$ cat src/rtl/adder_arbiter.sv
// Shares one external registered adder among NREQ requesters, tags results with the requester ID
// and sequences the adder reset. Define ADDER_ARB_RR_EN for round-robin, otherwise fixed priority.
module adder_arbiter #(
  parameter int NREQ = 4,
  parameter int W    = 2,
  parameter int LAT  = 1,
  parameter int IDW  = (NREQ > 1) ? $clog2(NREQ) : 1
) (
  input  logic              clk,
  input  logic              reset,
  input  logic              en,
  input  logic [NREQ-1:0]   req,
  input  logic [NREQ*W-1:0] op_a,
  input  logic [NREQ*W-1:0] op_b,
  output logic [NREQ-1:0]   gnt,
  output logic [W-1:0]      add_a,
  output logic [W-1:0]      add_b,
  output logic              add_rst,
  input  logic [W:0]        add_s,
  output logic              rsp_vld,
  output logic [IDW-1:0]    rsp_id,
  output logic [W:0]        rsp_s,
  output logic              busy
);

  localparam int CW = $clog2(LAT + 2);

  typedef enum logic [1:0] {
    ST_RST  = 2'd0,
    ST_HOLD = 2'd1,
    ST_RUN  = 2'd2
  } state_e;

  state_e           state_q, state_d;
  logic             add_rst_q, add_rst_d;
  logic             arb_en_s, found_s, hit_s, issue_s;
  logic [IDW-1:0]   gidx_s, cand_s;
  logic [NREQ-1:0]  gnt_s;
  logic [LAT-1:0]   vld_q, vld_d;
  logic [IDW-1:0]   id_q [LAT];
  logic [IDW-1:0]   id_d [LAT];
  logic             rsp_vld_q, rsp_vld_d;
  logic [IDW-1:0]   rsp_id_q, rsp_id_d;
  logic [W:0]       rsp_s_q, rsp_s_d;
  logic [CW-1:0]    count_q, count_d;
  logic             busy_q, busy_d;

`ifdef ADDER_ARB_RR_EN
  logic [IDW-1:0]   ptr_q, ptr_d;
`endif

  // Grant search: first pending request from the pointer (RR) or from index 0 (fixed)
  always_comb begin
    arb_en_s = (state_q == ST_RUN) && en;
    found_s  = 1'b0;
    hit_s    = 1'b0;
    gidx_s   = {IDW{1'b0}};
    cand_s   = {IDW{1'b0}};
    for (int k = 0; k < NREQ; k++) begin
`ifdef ADDER_ARB_RR_EN
      cand_s = IDW'((int'(ptr_q) + k) % NREQ);
`else
      cand_s = IDW'(k);
`endif
      hit_s   = arb_en_s && !found_s && req[cand_s];
      gidx_s  = hit_s ? cand_s : gidx_s;
      found_s = found_s | hit_s;
    end
    issue_s = found_s;
    gnt_s   = found_s ? (NREQ'(1) << gidx_s) : {NREQ{1'b0}};
  end

  assign gnt   = gnt_s;
  assign add_a = issue_s ? op_a[int'(gidx_s)*W +: W] : {W{1'b0}};
  assign add_b = issue_s ? op_b[int'(gidx_s)*W +: W] : {W{1'b0}};

`ifdef ADDER_ARB_RR_EN
  // Pointer moves one past the granted index
  always_comb begin
    ptr_d = ptr_q;
    if (issue_s) begin
      ptr_d = (gidx_s == IDW'(NREQ - 1)) ? {IDW{1'b0}} : gidx_s + IDW'(1);
    end else begin
      ptr_d = ptr_q;
    end
  end

  // Pointer register
  always_ff @(posedge clk or negedge reset) begin
    if (!reset) ptr_q <= {IDW{1'b0}};
    else        ptr_q <= ptr_d;
  end
`endif

  // Sequencer: adder reset held through two edges after release
  always_comb begin
    state_d = state_q;
    case (state_q)
      ST_RST:  state_d = ST_HOLD;
      ST_HOLD: state_d = ST_RUN;
      ST_RUN:  state_d = ST_RUN;
      default: state_d = ST_RST;
    endcase
    add_rst_d = (state_d != ST_RUN);
  end

  // Tag pipeline, response capture and outstanding count
  always_comb begin
    vld_d = vld_q;
    id_d  = id_q;
    for (int i = LAT - 1; i > 0; i--) begin
      vld_d[i] = vld_q[i-1];
      id_d[i]  = id_q[i-1];
    end
    vld_d[0]  = issue_s;
    id_d[0]   = gidx_s;
    rsp_vld_d = vld_q[LAT-1];
    rsp_id_d  = vld_q[LAT-1] ? id_q[LAT-1] : rsp_id_q;
    rsp_s_d   = vld_q[LAT-1] ? add_s : rsp_s_q;
    case ({issue_s, rsp_vld_q})
      2'b10:   count_d = count_q + CW'(1);
      2'b01:   count_d = count_q - CW'(1);
      default: count_d = count_q;
    endcase
    busy_d = (count_d != {CW{1'b0}});
  end

  // State and datapath registers
  always_ff @(posedge clk or negedge reset) begin
    if (!reset) begin
      state_q   <= ST_RST;
      add_rst_q <= 1'b1;
      vld_q     <= {LAT{1'b0}};
      for (int i = 0; i < LAT; i++) id_q[i] <= {IDW{1'b0}};
      rsp_vld_q <= 1'b0;
      rsp_id_q  <= {IDW{1'b0}};
      rsp_s_q   <= {(W+1){1'b0}};
      count_q   <= {CW{1'b0}};
      busy_q    <= 1'b0;
    end else begin
      state_q   <= state_d;
      add_rst_q <= add_rst_d;
      vld_q     <= vld_d;
      id_q      <= id_d;
      rsp_vld_q <= rsp_vld_d;
      rsp_id_q  <= rsp_id_d;
      rsp_s_q   <= rsp_s_d;
      count_q   <= count_d;
      busy_q    <= busy_d;
    end
  end

  assign add_rst = add_rst_q;
  assign rsp_vld = rsp_vld_q;
  assign rsp_id  = rsp_id_q;
  assign rsp_s   = rsp_s_q;
  assign busy    = busy_q;

endmodule

$ cat config.mk
export PLATFORM = sky130hd
export DESIGN_NAME = adder_arbiter
export DESIGN_NICKNAME = d
export VERILOG_FILES = /design/src/rtl/adder_arbiter.sv
export SDC_FILE = /design/constraint.sdc
export NUM_CORES = 1
export LEC_CHECK = 0
export BUFFER_PORTS_ARGS = -buffer_cell sky130_fd_sc_hd__clkbuf_2
export CAP_MARGIN = 15
export CELL_PAD_IN_SITES_DETAIL_PLACEMENT = 0
export CELL_PAD_IN_SITES_GLOBAL_PLACEMENT = 2
export CORE_ASPECT_RATIO = 0.6
export CORE_MARGIN = 2
export CORE_UTILIZATION = 25
export DETAILED_ROUTE_END_ITERATION = 10
export PLACE_DENSITY = 0.81
export SLEW_MARGIN = 20
export SYNTH_ARGS = -nofsm -noshare
export SYNTH_HDL_FRONTEND = slang
export SYNTH_SLANG_ARGS = --single-unit
$ cat constraint.sdc
create_clock -name clk -period 1.9 [get_ports clk]
set_input_delay 0.095 -clock clk [delete_from_list [all_inputs] [get_ports clk]]
set_output_delay 0.095 -clock clk [all_outputs]
set_load 0.005 [all_outputs]
---- After elaboration in Yosys (flattened, before gate mapping) ----
Cells that the tools add are included.
storage, ports and cells
  bits in registers ....................... 15
  output and inout port bits .............. 16
  logic and storage cells ................. 44
cells by class
  reduce and logical (&&, ||, !) cells .... 14
  shift-type cells ........................ 3
  equal/unequal tests ..................... 5
  bitwise operators ....................... 3
  add/subtract/negate cells ............... 2
  muxes and demuxes ....................... 8
operator list
  kind                 number
  $shiftx 8x4->2       2
  $logic_and 1x1->1    8
  $mux 2               4
  $pmux 2 s2           2
  $eq 2x1->1 const B   2
  $eq 2x2->1 const B   2
  $mux 4               1
  $shl 1x2->4 const A  1
  $logic_not 1->1      3
  $or 1x1->1           3
  $add 2x1->2 const B  1
  $logic_not 2->1      1
  $ne 2x2->1 const B   1
  $reduce_bool 2->1    1
  $reduce_or 2->1      1
  $sub 2x1->2 const B  1
  $mux 1               1

---- Logic depth before layout (Yosys ltp) ----
Gate-level depths: netlist (run 1).
  depth after elaboration ................. 18
  depth in mapped cells ................... 8
  mapped depth without buffers ............ 8

---- Worst setup path after synthesis (run 1) ----
No wires, ideal clock.
  path kind ............................... register to register
  start ................................... register state_q[0]
  end ..................................... register busy_q (netlist: busy)
  setup time .............................. 0.127 ns
  cell stages (with the launch flop) ...... 8
  path buffers ............................ 0
  data required time ...................... 1.773 ns
  arrival time ............................ 1.505 ns
  setup slack ............................. 0.268 ns
  cells stage by stage .................... dfrtp_1 inv_1 ha_1 nand2_1 a21o_1 ha_1 nor3b_1 a21oi_1
on the way
  longest elaborated chain between the ends .. 18
  elaborated cells on any way between the ends .. 19
ends and longest elaborated chain
  element                                   RTL line  RTL
  from (decl)                               34        state_e state_q, state_d;
  from (signal assigned)                    141       state_q <= state_d;
  $eq 2x2->1 *                              54        arb_en_s = (state_q == ST_RUN) && en;
  $logic_and 1x1->1 *                       54
  $logic_and 1x1->1                         65        hit_s = arb_en_s && !found_s && req[cand_s];
  $logic_not 1->1                           65
  $logic_and 1x1->1 (2 in series)           65
  $or 1x1->1                                67        found_s = found_s | hit_s;
  $logic_not 1->1                           65
  $logic_and 1x1->1 (2 in series)           65
  $or 1x1->1                                67
  $logic_not 1->1                           65
  $logic_and 1x1->1 (2 in series)           65
  $or 1x1->1 *                              67
  $eq 2x1->1 or $eq 2x2->1 (tied branches)  120       case ({issue_s, rsp_vld_q})
  $pmux 2 s2 *                              120
  $reduce_bool 2->1 *                       125       busy_d = (count_d != {CW{1'b0}});
  named net busy_d                          46        logic busy_q, busy_d;
  to (signal assigned)                      149       busy_q <= busy_d;
  to (decl)                                 46
The timed path passes the listed nets; every way through them passes the cells marked *.
A chain may end at the register's enable or synchronous reset.

---- Final worst setup path (run 1) ----
  start ................................... register state_q[0]
  end ..................................... output add_b[0]
on the way
  longest elaborated chain between the ends .. 17
  elaborated cells on any way between the ends .. 20
ends and longest elaborated chain
  element                          RTL line  RTL
  $eq 2x2->1 *                     54
  $logic_and 1x1->1 *              54
  $logic_and 1x1->1                65
  $logic_not 1->1                  65
  $logic_and 1x1->1 (2 in series)  65
  $or 1x1->1                       67
  $logic_not 1->1                  65
  $logic_and 1x1->1 (2 in series)  65
  $or 1x1->1                       67
  $logic_not 1->1                  65
  $logic_and 1x1->1 (2 in series)  65
  $mux 2                           66        gidx_s = hit_s ? cand_s : gidx_s;
  $shiftx 8x4->2                   75        assign add_b = issue_s ? op_b[int'(gidx_s)*W +: W] : {W{1'b0}};
  $mux 2 *                         75
  to (decl)                        17        output logic [W-1:0] add_b,
Every way passes the cells marked *; elsewhere a longest branch is shown, timed or not.

==> impl_metrics.json, run 1 <==
{
  "cap_violations": 0,
  "overflow": 0,
  "clock.fmax_ghz": 0.5771,
  "cts_resized": 0,
  "period_needed_ns": 1.733,
  "finalSetupTns_ns": 0,
  "final_util_pct": 37.19,
  "dieArea_mm2": 0.003525,
  "h-tree-depth": 1,
  "dp_cells": 148,
  "yosysUniqueCellTypes": 25,
  "slew_headroom_pct": 75.15,
  "grt_pass1_vias": 598,
  "required_ns": 1.80,
  "hold_violations": 0,
  "grt_use_total_pct": 10.44,
  "tightest_slew_ns": 0.3728,
  "status": "finished, final reports clean",
  "clock-sinks": 15,
  "p_leak_nw": 0.5420,
  "antenna_found_initial": 0,
  "cp.arrival_ns": 1.64,
  "routed.top_layer": "met4",
  "setup_viol": 0,
  "hold_slack_ns": 0.06973,
  "drt_iter0_drc": 17,
  "finalNonFillerCells": 153,
  "period_share_pct": 91.21,
  "hold_class": "in2reg",
  "end_kind": "primary output",
  "grt_first_pass_wirelength_um": 2642,
  "p_total_mw": 0.8436,
  "ios": 42,
  "path_max_fanout": 9,
  "synth_seq_cells": 15,
  "clkTransAtPathRegs_ns": 0.06,
  "port_buffers": 41,
  "cts_made_buffers": 3,
  "powerDensity_mw_per_mm2": 784.9,
  "synth_nets": 95,
  "fill_cells": 309,
  "antenna_left": 0,
  "whs_path_depth": 2,
  "grt_start_max_net_pins": 16,
  "core_mm2": 0.002890,
  "route.met3.wl_um": 100,
  "clk_path_buf_depth": 2,
  "avgSynthCellArea_um2": 11.56,
  "nets": 141,
  "via_count": 649,
  "dp_hpwl_um": 1376,
  "yosysSeqAreaShare_pct": 49.34,
  "drc_errors": 0,
  "ff2ff_path_depth": 7,
  "cts-root-buf": "clkbuf_8",
  "worstSkewPairLatency_ns": 0.25,
  "dr_wl_met2_um": 756,
  "drive_gt1_share_pct": 46.85,
  "clock_skew_ns": 0.0006523,
  "die_width_um": 75.33,
  "synth_area_um2": 763.2,
  "area_growth_pct": 40.82,
  "wl_per_cell_um": 11.20,
  "cts_tree": "built",
  "rows": 15,
  "viasPerCell": 4.242,
  "syn_inst": 66,
  "yosysWarnings": 0,
  "critical_path_class": "reg2out",
  "postCtsHoldBufs": 1,
  "start_util_pct": 26.41,
  "rsz0062_at_grt": "no",
  "final_max_slew_viol_count": 0,
  "max-vdd-ir-drop_v": 0.0002690,
  "gp_congestion": 0.7074,
  "routed_wl_um": 1713,
  "n_antenna_cell": 0,
  "met1_length_um": 838,
  "drt_pre_antenna_iters": 3,
  "start_kind": "flip-flop",
  "die_y_um": 46.80,
  "post_cts_buffers": 0
}
[sequential cells by signal, summed over array words and instances (netlist names)]
register	flops
rsp_s	3
rsp_vld	1
add_rst	1
count_q	2
rsp_id	2
state_q	2
busy	1
rsp_vld_d	1
id_q	2
[metal layers]
layer	vias to the layer above	track usage, %
met4	0	3.158
met2	18	15.30
met5	-	0
met3	2	4.292
li1	333	-
met1	296	14.25
[layout by cell type (no fill, tap or decap), drive strengths merged, types with 2 or more instances in the layout]
| cell type | netlist | final |
|---|---|---|
| nor2 | 5 | 5 |
| a221oi | 4 | 4 |
| ha | 3 | 3 |
| mux2 | 5 | 5 |
| nor3b | 2 | 2 |
| xnor2 | 3 | 3 |
| inv | 4 | 4 |
| clkbuf | 0 | 44 |
| dfrtp | 14 | 14 |
| nand3 | 4 | 4 |
| o41ai | 4 | 4 |
| nor4b | 2 | 2 |
| nor2b | 5 | 5 |
[critical path, stage by stage, from the launching register on]
cell	delay, ns
dfrtp_1	0.37
inv_1	0.07
ha_1	0.17
nand2_1	0.07
buf_4	0.17
o41ai_1	0.37
clkbuf_2	0.17
[power by group]
part           internal (mW)  switching (mW)  total, mW  leakage (nW)
combinational          0.104          0.0827      0.187         0.337
clock                  0.145           0.110      0.255        0.0255
sequential             0.365          0.0368      0.402         0.179
[kinds of logic (layout without fill, tap and decap cells)]
logic type               after synthesis  after routing  share of synthesized area [%]
AO/OA/AOI/OAI                         10             10                          10.82
buffers and inverters                  6             51                          3.278
flip-flops                            15             15                          49.35
adder cells (fa/ha/maj)                3              3                          4.919
XOR/XNOR                               4              4                          4.591
multiplexers                           5              5                          7.377
AND/OR/NAND/NOR                       23             23                          19.67
[path summary, 6_finish.rpt]
check / startpoint / end / slack (ns)
max in group asynchronous: reset / add_rst$_DFF_PN1_ / 1.30
max reg2reg: state_q[0]$_DFF_PN0_ / busy$_DFF_PN0_ / 0.31
max: state_q[0]$_DFF_PN0_ / add_b[0] / 0.17
min in group asynchronous: reset / rsp_s[2]$_DFFE_PN0P_ / 0.29
min reg2reg: id_q[0]$_DFF_PN0_ / rsp_id[0]$_DFFE_PN0P_ / 0.47
min: add_s[2] / rsp_s[2]$_DFFE_PN0P_ / 0.07
[cell usage after synthesis]
cell type / n / area [um2]
xnor2_1: 3 / 26.28
nor4b_2: 2 / 30.03
nor4_1: 1 / 6.260
xor2_1: 1 / 8.760
nand3_1: 4 / 20.02
a21o_1: 1 / 7.510
nor2_1: 5 / 18.77
a21oi_1: 1 / 5.000
nand2_1: 1 / 3.750
and3_1: 1 / 6.260
buf_2: 2 / 10.01
a221oi_1: 4 / 35.03
nor2b_4: 1 / 13.76
inv_2: 1 / 3.750
dfrtp_1: 14 / 350.3
inv_1: 3 / 11.26
mux2_2: 1 / 11.26
nor3_1: 1 / 5.000
nor3b_1: 2 / 15.01
o41ai_1: 4 / 35.03
mux2_1: 4 / 45.04
and2_1: 1 / 6.260
ha_1: 3 / 37.54
dfstp_2: 1 / 26.28
nor2b_1: 4 / 25.02
[metrics by stage]
step	worst slack, ns	instance area [um2]
2_1_floorplan	0.2679	763.2
3_3_place_gp	0.3723	1018
3_5_place_dp	0.3382	1018
4_1_cts	0.1486	1075
5_1_grt	0.02849	1075
6_report	0.1671	1075
[final cells by class]
cell class                 instances  area, um2  share of cell area [%]
clock inverter                     1      5.005                  0.4657
multi-input combinational         45      361.6                   33.64
tap                               42      52.55                   4.889
clock buffer                       3      41.29                   3.842
inverter                           4      15.01                   1.397
sequential                        15      376.6                   35.04
timing repair buffer              43      222.7                   20.72
(Power assumes the default switching activity.)
==> run 2, diff against run 1 <==
==> config.mk (replaced) <==
export PLATFORM = sky130hd
export DESIGN_NAME = adder_arbiter
export DESIGN_NICKNAME = d
export VERILOG_FILES = /design/src/rtl/adder_arbiter.sv
export SDC_FILE = /design/constraint.sdc
export NUM_CORES = 1
export LEC_CHECK = 0
export CAP_MARGIN = 15
export CORE_ASPECT_RATIO = 0.6
export CORE_MARGIN = 2
export CORE_UTILIZATION = 35
export DETAILED_ROUTE_END_ITERATION = 10
export DONT_BUFFER_PORTS = 1
export SLEW_MARGIN = 20
export SYNTH_ARGS = -nofsm -noshare
export SYNTH_HDL_FRONTEND = slang
export SYNTH_SLANG_ARGS = --single-unit
==> run 2 against run 1 <==
Compared with the run above: register-to-register slack lost 0.06 ns; core utilization grew 5.7 points; worst setup slack gained 0.056 ns; power is 14% lower; fmax is 3.3% higher; largest power group unchanged; clock skew up 0.0050 ns; critical path depth decreased by 1; clock power is 30% lower; final cell count is 30% lower.
==> impl_metrics.json, run 2 (synthesized netlist as in run 1, its figures left out) <==
{
  "p_leak_nw": 0.3938,
  "end_kind": "primary output",
  "dp_hpwl_um": 1119,
  "required_ns": 1.80,
  "dieArea_mm2": 0.002582,
  "viasPerCell": 5.028,
  "overflow": 0,
  "finalSetupTns_ns": 0,
  "clock.fmax_ghz": 0.5963,
  "start_util_pct": 36.09,
  "h-tree-depth": 1,
  "tightest_slew_ns": 0.6483,
  "clock-sinks": 15,
  "hold_class": "in2reg",
  "cts-root-buf": "clkbuf_4",
  "cts_made_buffers": 3,
  "wl_per_cell_um": 13.55,
  "start_kind": "flip-flop",
  "crit_buf_inv": 2,
  "grt_pass1_vias": 533,
  "reg2reg_to": "id_q[1]$_DFF_PN0_",
  "antenna_found_initial": 0,
  "hold_slack_ns": 0.04493,
  "drt_iter0_drc": 16,
  "grt_start_max_net_pins": 16,
  "core_mm2": 0.002115,
  "reg2reg_slack_ns": 0.25,
  "largest_reg_flops": 3,
  "clk_path_buf_depth": 2,
  "critical_path_class": "reg2out",
  "cap_violations": 0,
  "status": "finished, final reports clean",
  "ff2ff_path_depth": 6,
  "final_max_slew_viol_count": 0,
  "area_growth_pct": 18.69,
  "max-vdd-ir-drop_v": 0.0005652,
  "ios": 42,
  "whs_path_depth": 3,
  "setup_viol": 0,
  "critPathTopFamily": "compound AO/OA/AOI/OAI gates",
  "slowest_delay_ns": 0.45,
  "min_to": "rsp_vld_d$_DFF_PN0_",
  "antenna_left": 0,
  "drc_errors": 0,
  "via_count": 538,
  "n_antenna_cell": 0,
  "nets": 107,
  "path_max_fanout": 9,
  "rows": 13,
  "routed_wl_um": 1450,
  "cts_tree": "built",
  "cp.arrival_ns": 1.58,
  "rsz0062_at_grt": "no",
  "powerDensity_mw_per_mm2": 798.7,
  "die_width_um": 64.29,
  "clkTransAtPathRegs_ns": 0.09,
  "die_y_um": 40.17,
  "mostFrequentLayoutCell": "dfrtp_1",
  "clock_skew_ns": 0.005624,
  "min_from": "en",
  "slew_headroom_pct": 56.64,
  "gp_congestion": 0.6461,
  "cpMaxStageDelayCell": "o41ai_1",
  "post_cts_buffers": 0,
  "grt_use_total_pct": 13.50,
  "period_needed_ns": 1.677,
  "r2r_start": "state_q[0]$_DFF_PN0_",
  "layout_common_cells": "14 x dfrtp_1, 8 x dlygate4sd3_1, 5 x nor2_1",
  "grt_first_pass_wirelength_um": 2449,
  "cp_cell_sequence": "inv_1 -> ha_1 -> nand2_1 -> buf_4 -> o41ai_1",
  "port_buffers": 0,
  "drt_pre_antenna_iters": 4,
  "drive_gt1_share_pct": 14.29,
  "worstSkewPairLatency_ns": 0.28,
  "hold_violations": 0,
  "period_share_pct": 88.26
}
-- run 2: power by group --
| part | internal, mW | total (mW) | switching [mW] |
|---|---|---|---|
| sequential | 0.365 | 0.408 | 0.0435 |
| clock | 0.0782 | 0.178 | 0.100 |
| combinational | 0.0776 | 0.137 | 0.0593 |
-- run 2: timing repair --
| item | in CTS | in global routing |
|---|---|---|
| gates resized for setup | 0 | 0 |
| setup endpoints to repair | 0 | 0 |
| endpoints found under the hold margin | 20 | 0 |
| hold buffers | 8 | 0 |
-- run 2: how the worst max path moves through the flow --
stage                                    start                   end  slack, ns  depth (start not counted)
after floorplan           state_q[0]$_DFF_PN0_        busy$_DFF_PN0_       0.27                          7
after global placement    state_q[0]$_DFF_PN0_        busy$_DFF_PN0_       0.37                          7
after detailed placement  state_q[0]$_DFF_PN0_  count_q[1]$_DFF_PN0_       0.27                          8
after CTS                 state_q[0]$_DFF_PN0_              add_b[0]       0.19                          5
after global routing      state_q[0]$_DFF_PN0_              add_a[0]       0.05                          5
final                     state_q[0]$_DFF_PN0_              add_a[0]       0.22                          5
-- run 2: per-layer routing --
metal	global-route usage (%)	wire length (um)	part of all wire (%)	up-vias
met5	0	0	0	-
met4	3.191	11	0.76	0
met3	7.865	102	7.0	3
met2	20.57	644	44	10
met1	16.75	692	48	262
li1	-	-	-	263
-- run 2: tightest hold or removal path: cells and delay by family --
| family | cells | cell delay (ns) |
|---|---|---|
| AO/OA/AOI/OAI | 1 | 0.12 |
| buffers and inverters | 1 | 0.03 |
| AND/OR/NAND/NOR | 1 | 0.06 |
-- run 2: area by class of cell --
| type | instances | area (um2) |
|---|---|---|
| inverter | 4 | 15.01 |
| timing repair buffer | 9 | 87.58 |
| tap | 30 | 37.54 |
| multi-input combinational | 45 | 361.6 |
| clock buffer | 3 | 22.52 |
| clock inverter | 1 | 5.005 |
| fill | 211 | 1209 |
| sequential | 15 | 376.6 |
-- run 2: per-stage QoR --
step	std cells	setup WS, ns	instance area [um2]	util [%]	total power [mW]
after floorplan	66	0.2679	763.2	-	0.5108
after global placement	95	0.3715	798.3	37.75	0.5268
after detailed placement	95	0.2739	798.3	37.75	0.5366
after CTS	107	0.1938	905.9	42.84	0.7373
after global routing	107	0.04758	905.9	42.84	0.7818
final	107	0.2231	905.9	42.84	0.7235
==> run 3, diff against run 2 <==
==> constraint.sdc (replaced) <==
create_clock -name clk -period 1.9 [get_ports clk]
set_input_delay 0.38 -clock clk [delete_from_list [all_inputs] [get_ports clk]]
set_output_delay 0.38 -clock clk [all_outputs]
set_load 0.005 [all_outputs]
==> run 3 against run 2 <==
Compared with the run above: fmax is 7.8% lower; critical path depth fell by 1; combinational power down 9%; worst setup slack worse by 0.14 ns; clock power about the same; count of clock-buffer cells in the layout unchanged; critical endpoint is now add_b[0].
==> impl_metrics.json, run 3 (synthesized netlist as in run 1, its figures left out) <==
{
  "hold_slack_ns": 0.1629,
  "powerDensity_mw_per_mm2": 815.1,
  "cts-root-buf": "clkbuf_4",
  "antenna_found_initial": 0,
  "drt_pre_antenna_iters": 4,
  "dieArea_mm2": 0.002582,
  "clockPowerShare_pct": 25.0,
  "grt_first_pass_wirelength_um": 2180,
  "overflow": 0,
  "grt_pass1_vias": 480,
  "drt_iter0_drc": 6,
  "period_needed_ns": 1.818,
  "clk_path_buf_depth": 2,
  "slew_headroom_pct": 57.65,
  "cp.arrival_ns": 1.44,
  "cts_tree": "built",
  "antenna_left": 0,
  "cap_violations": 0,
  "hold_class": "in2reg",
  "final_max_slew_viol_count": 0,
  "setup_viol": 0,
  "ios": 42,
  "crit_start": "state_q[0]$_DFF_PN0_",
  "viasPerCell": 5.220,
  "clock-sinks": 15,
  "dp_cells": 95,
  "gp_congestion": 0.7209,
  "area_growth_pct": 14.26,
  "finalSetupTns_ns": 0,
  "crit_end": "add_b[0]",
  "grt_use_met2_pct": 19.01,
  "drive_gt1_share_pct": 20.00,
  "grt_start_max_net_pins": 16,
  "p_leak_nw": 0.3730,
  "core_mm2": 0.002115,
  "tightest_slew_ns": 0.6332,
  "post_cts_buffers": 0,
  "port_buffers": 0,
  "worstSkewPairLatency_ns": 0.28,
  "start_kind": "flip-flop",
  "end_kind": "primary output",
  "cell_internal_pwr_mw": 0.5138,
  "finalNonFillerCells": 100,
  "final_util_pct": 41.24,
  "place_area_um2": 798.3,
  "layout_common_cells": "14 x dfrtp_1, 5 x nor2_1",
  "mostFrequentLayoutCell": "dfrtp_1",
  "dp_hpwl_um": 1108,
  "power_switching_mw": 0.1970,
  "start_util_pct": 36.09,
  "rsz0062_at_grt": "yes",
  "use_met3_pct": 7.022,
  "combPwrFrac_pct": 17.6,
  "nets": 100,
  "ff2ff_path_depth": 7,
  "clock.fmax_ghz": 0.5501,
  "critical_path_class": "reg2out",
  "die_y_um": 40.17,
  "grtUsageMet1_pct": 14.21,
  "required_ns": 1.52,
  "routed_wl_um": 1415,
  "status": "finished, final reports clean",
  "drc_errors": 0,
  "clkTransAtPathRegs_ns": 0.09,
  "seqPwrFrac_pct": 57.4,
  "grt_use_total_pct": 11.99,
  "die_width_um": 64.29,
  "switching_share_pct": 27.72,
  "max-vdd-ir-drop_v": 0.0003655,
  "wl_per_cell_um": 14.15,
  "period_share_pct": 95.68,
  "via_count": 522,
  "reg2reg_to": "busy$_DFF_PN0_",
  "rows": 13,
  "path_max_fanout": 7,
  "cts_made_buffers": 3,
  "fin_area_um2": 872.1,
  "h-tree-depth": 1,
  "clock_skew_ns": 0.0009488,
  "n_antenna_cell": 0,
  "reg2reg_slack_ns": 0.29,
  "largest_reg_flops": 3,
  "top_usage_layer": "met2",
  "hold_violations": 0,
  "r2r_start": "state_q[0]$_DFF_PN0_"
}
-- run 3: cell types whose count changed in the layout (fill, tap and decap cells not counted) --
cell / before / now
ha_1: 3 / 2
o41ai_1: 4 / 3
nand2_1: 1 / 0
nor4b_4: 0 / 1
ha_4: 0 / 1
nor4b_2: 2 / 1
dlygate4sd3_1: 8 / 1
nand2_4: 0 / 1
o41ai_2: 0 / 1
-- run 3: stage by stage --
step	total power, mW	worst slack (ns)
2_1_floorplan	0.5108	0.2679
3_3_place_gp	0.5293	0.2575
3_5_place_dp	0.5303	0.2171
4_1_cts	0.7242	0.02302
5_1_grt	0.7579	-0.005744
6_report	0.7108	0.08207
-- run 3: cell type report --
| type | count | area [um2] |
|---|---|---|
| clock buffer | 3 | 22.52 |
| clock inverter | 1 | 5.005 |
| fill | 209 | 1242 |
| inverter | 4 | 15.01 |
| multi-input combinational | 45 | 397.9 |
| sequential | 15 | 376.6 |
| tap | 30 | 37.54 |
| timing repair buffer | 2 | 17.52 |
-- run 3: power groups by stage --
stage | combinational, mW | clock, mW | sequential (mW)
2_1_floorplan | 0.106 | 0 | 0.405
3_3_place_gp | 0.114 | 0 | 0.416
3_5_place_dp | 0.116 | 0 | 0.414
4_1_cts | 0.125 | 0.190 | 0.409
5_1_grt | 0.142 | 0.201 | 0.415
6_report | 0.125 | 0.178 | 0.408
-- run 3: worst min path at each step --
stage	depth (start not counted)	start	slack (ns)	endpoint
after floorplan	0	reset	0.08	busy$_DFF_PN0_
after global placement	0	reset	0.08	rsp_s[1]$_DFFE_PN0P_
after detailed placement	0	reset	0.08	rsp_s[1]$_DFFE_PN0P_
after CTS	1	req[0]	0.15	id_q[0]$_DFF_PN0_
after global routing	1	req[0]	0.15	id_q[0]$_DFF_PN0_
final	1	req[0]	0.16	id_q[0]$_DFF_PN0_
-- run 3: per-layer routing --
metal	vias to the layer above	wire, um
li1	251	-
met1	258	667
met2	11	648
met3	2	91
met4	0	8
met5	-	0
-- run 3: repair_timing --
action                                 CTS  global route
setup endpoints to repair                3             6
pin swaps                                0             1
resized for setup                        2             4
gates cloned                             0             0
endpoints found under the hold margin   15             0
hold buffers                             1             0
-- run 3: critical path, cell delays in order (launching register included) --
cell	delay, ns
dfrtp_1	0.37
inv_1	0.10
ha_4	0.16
nand2_4	0.07
o41ai_1	0.47
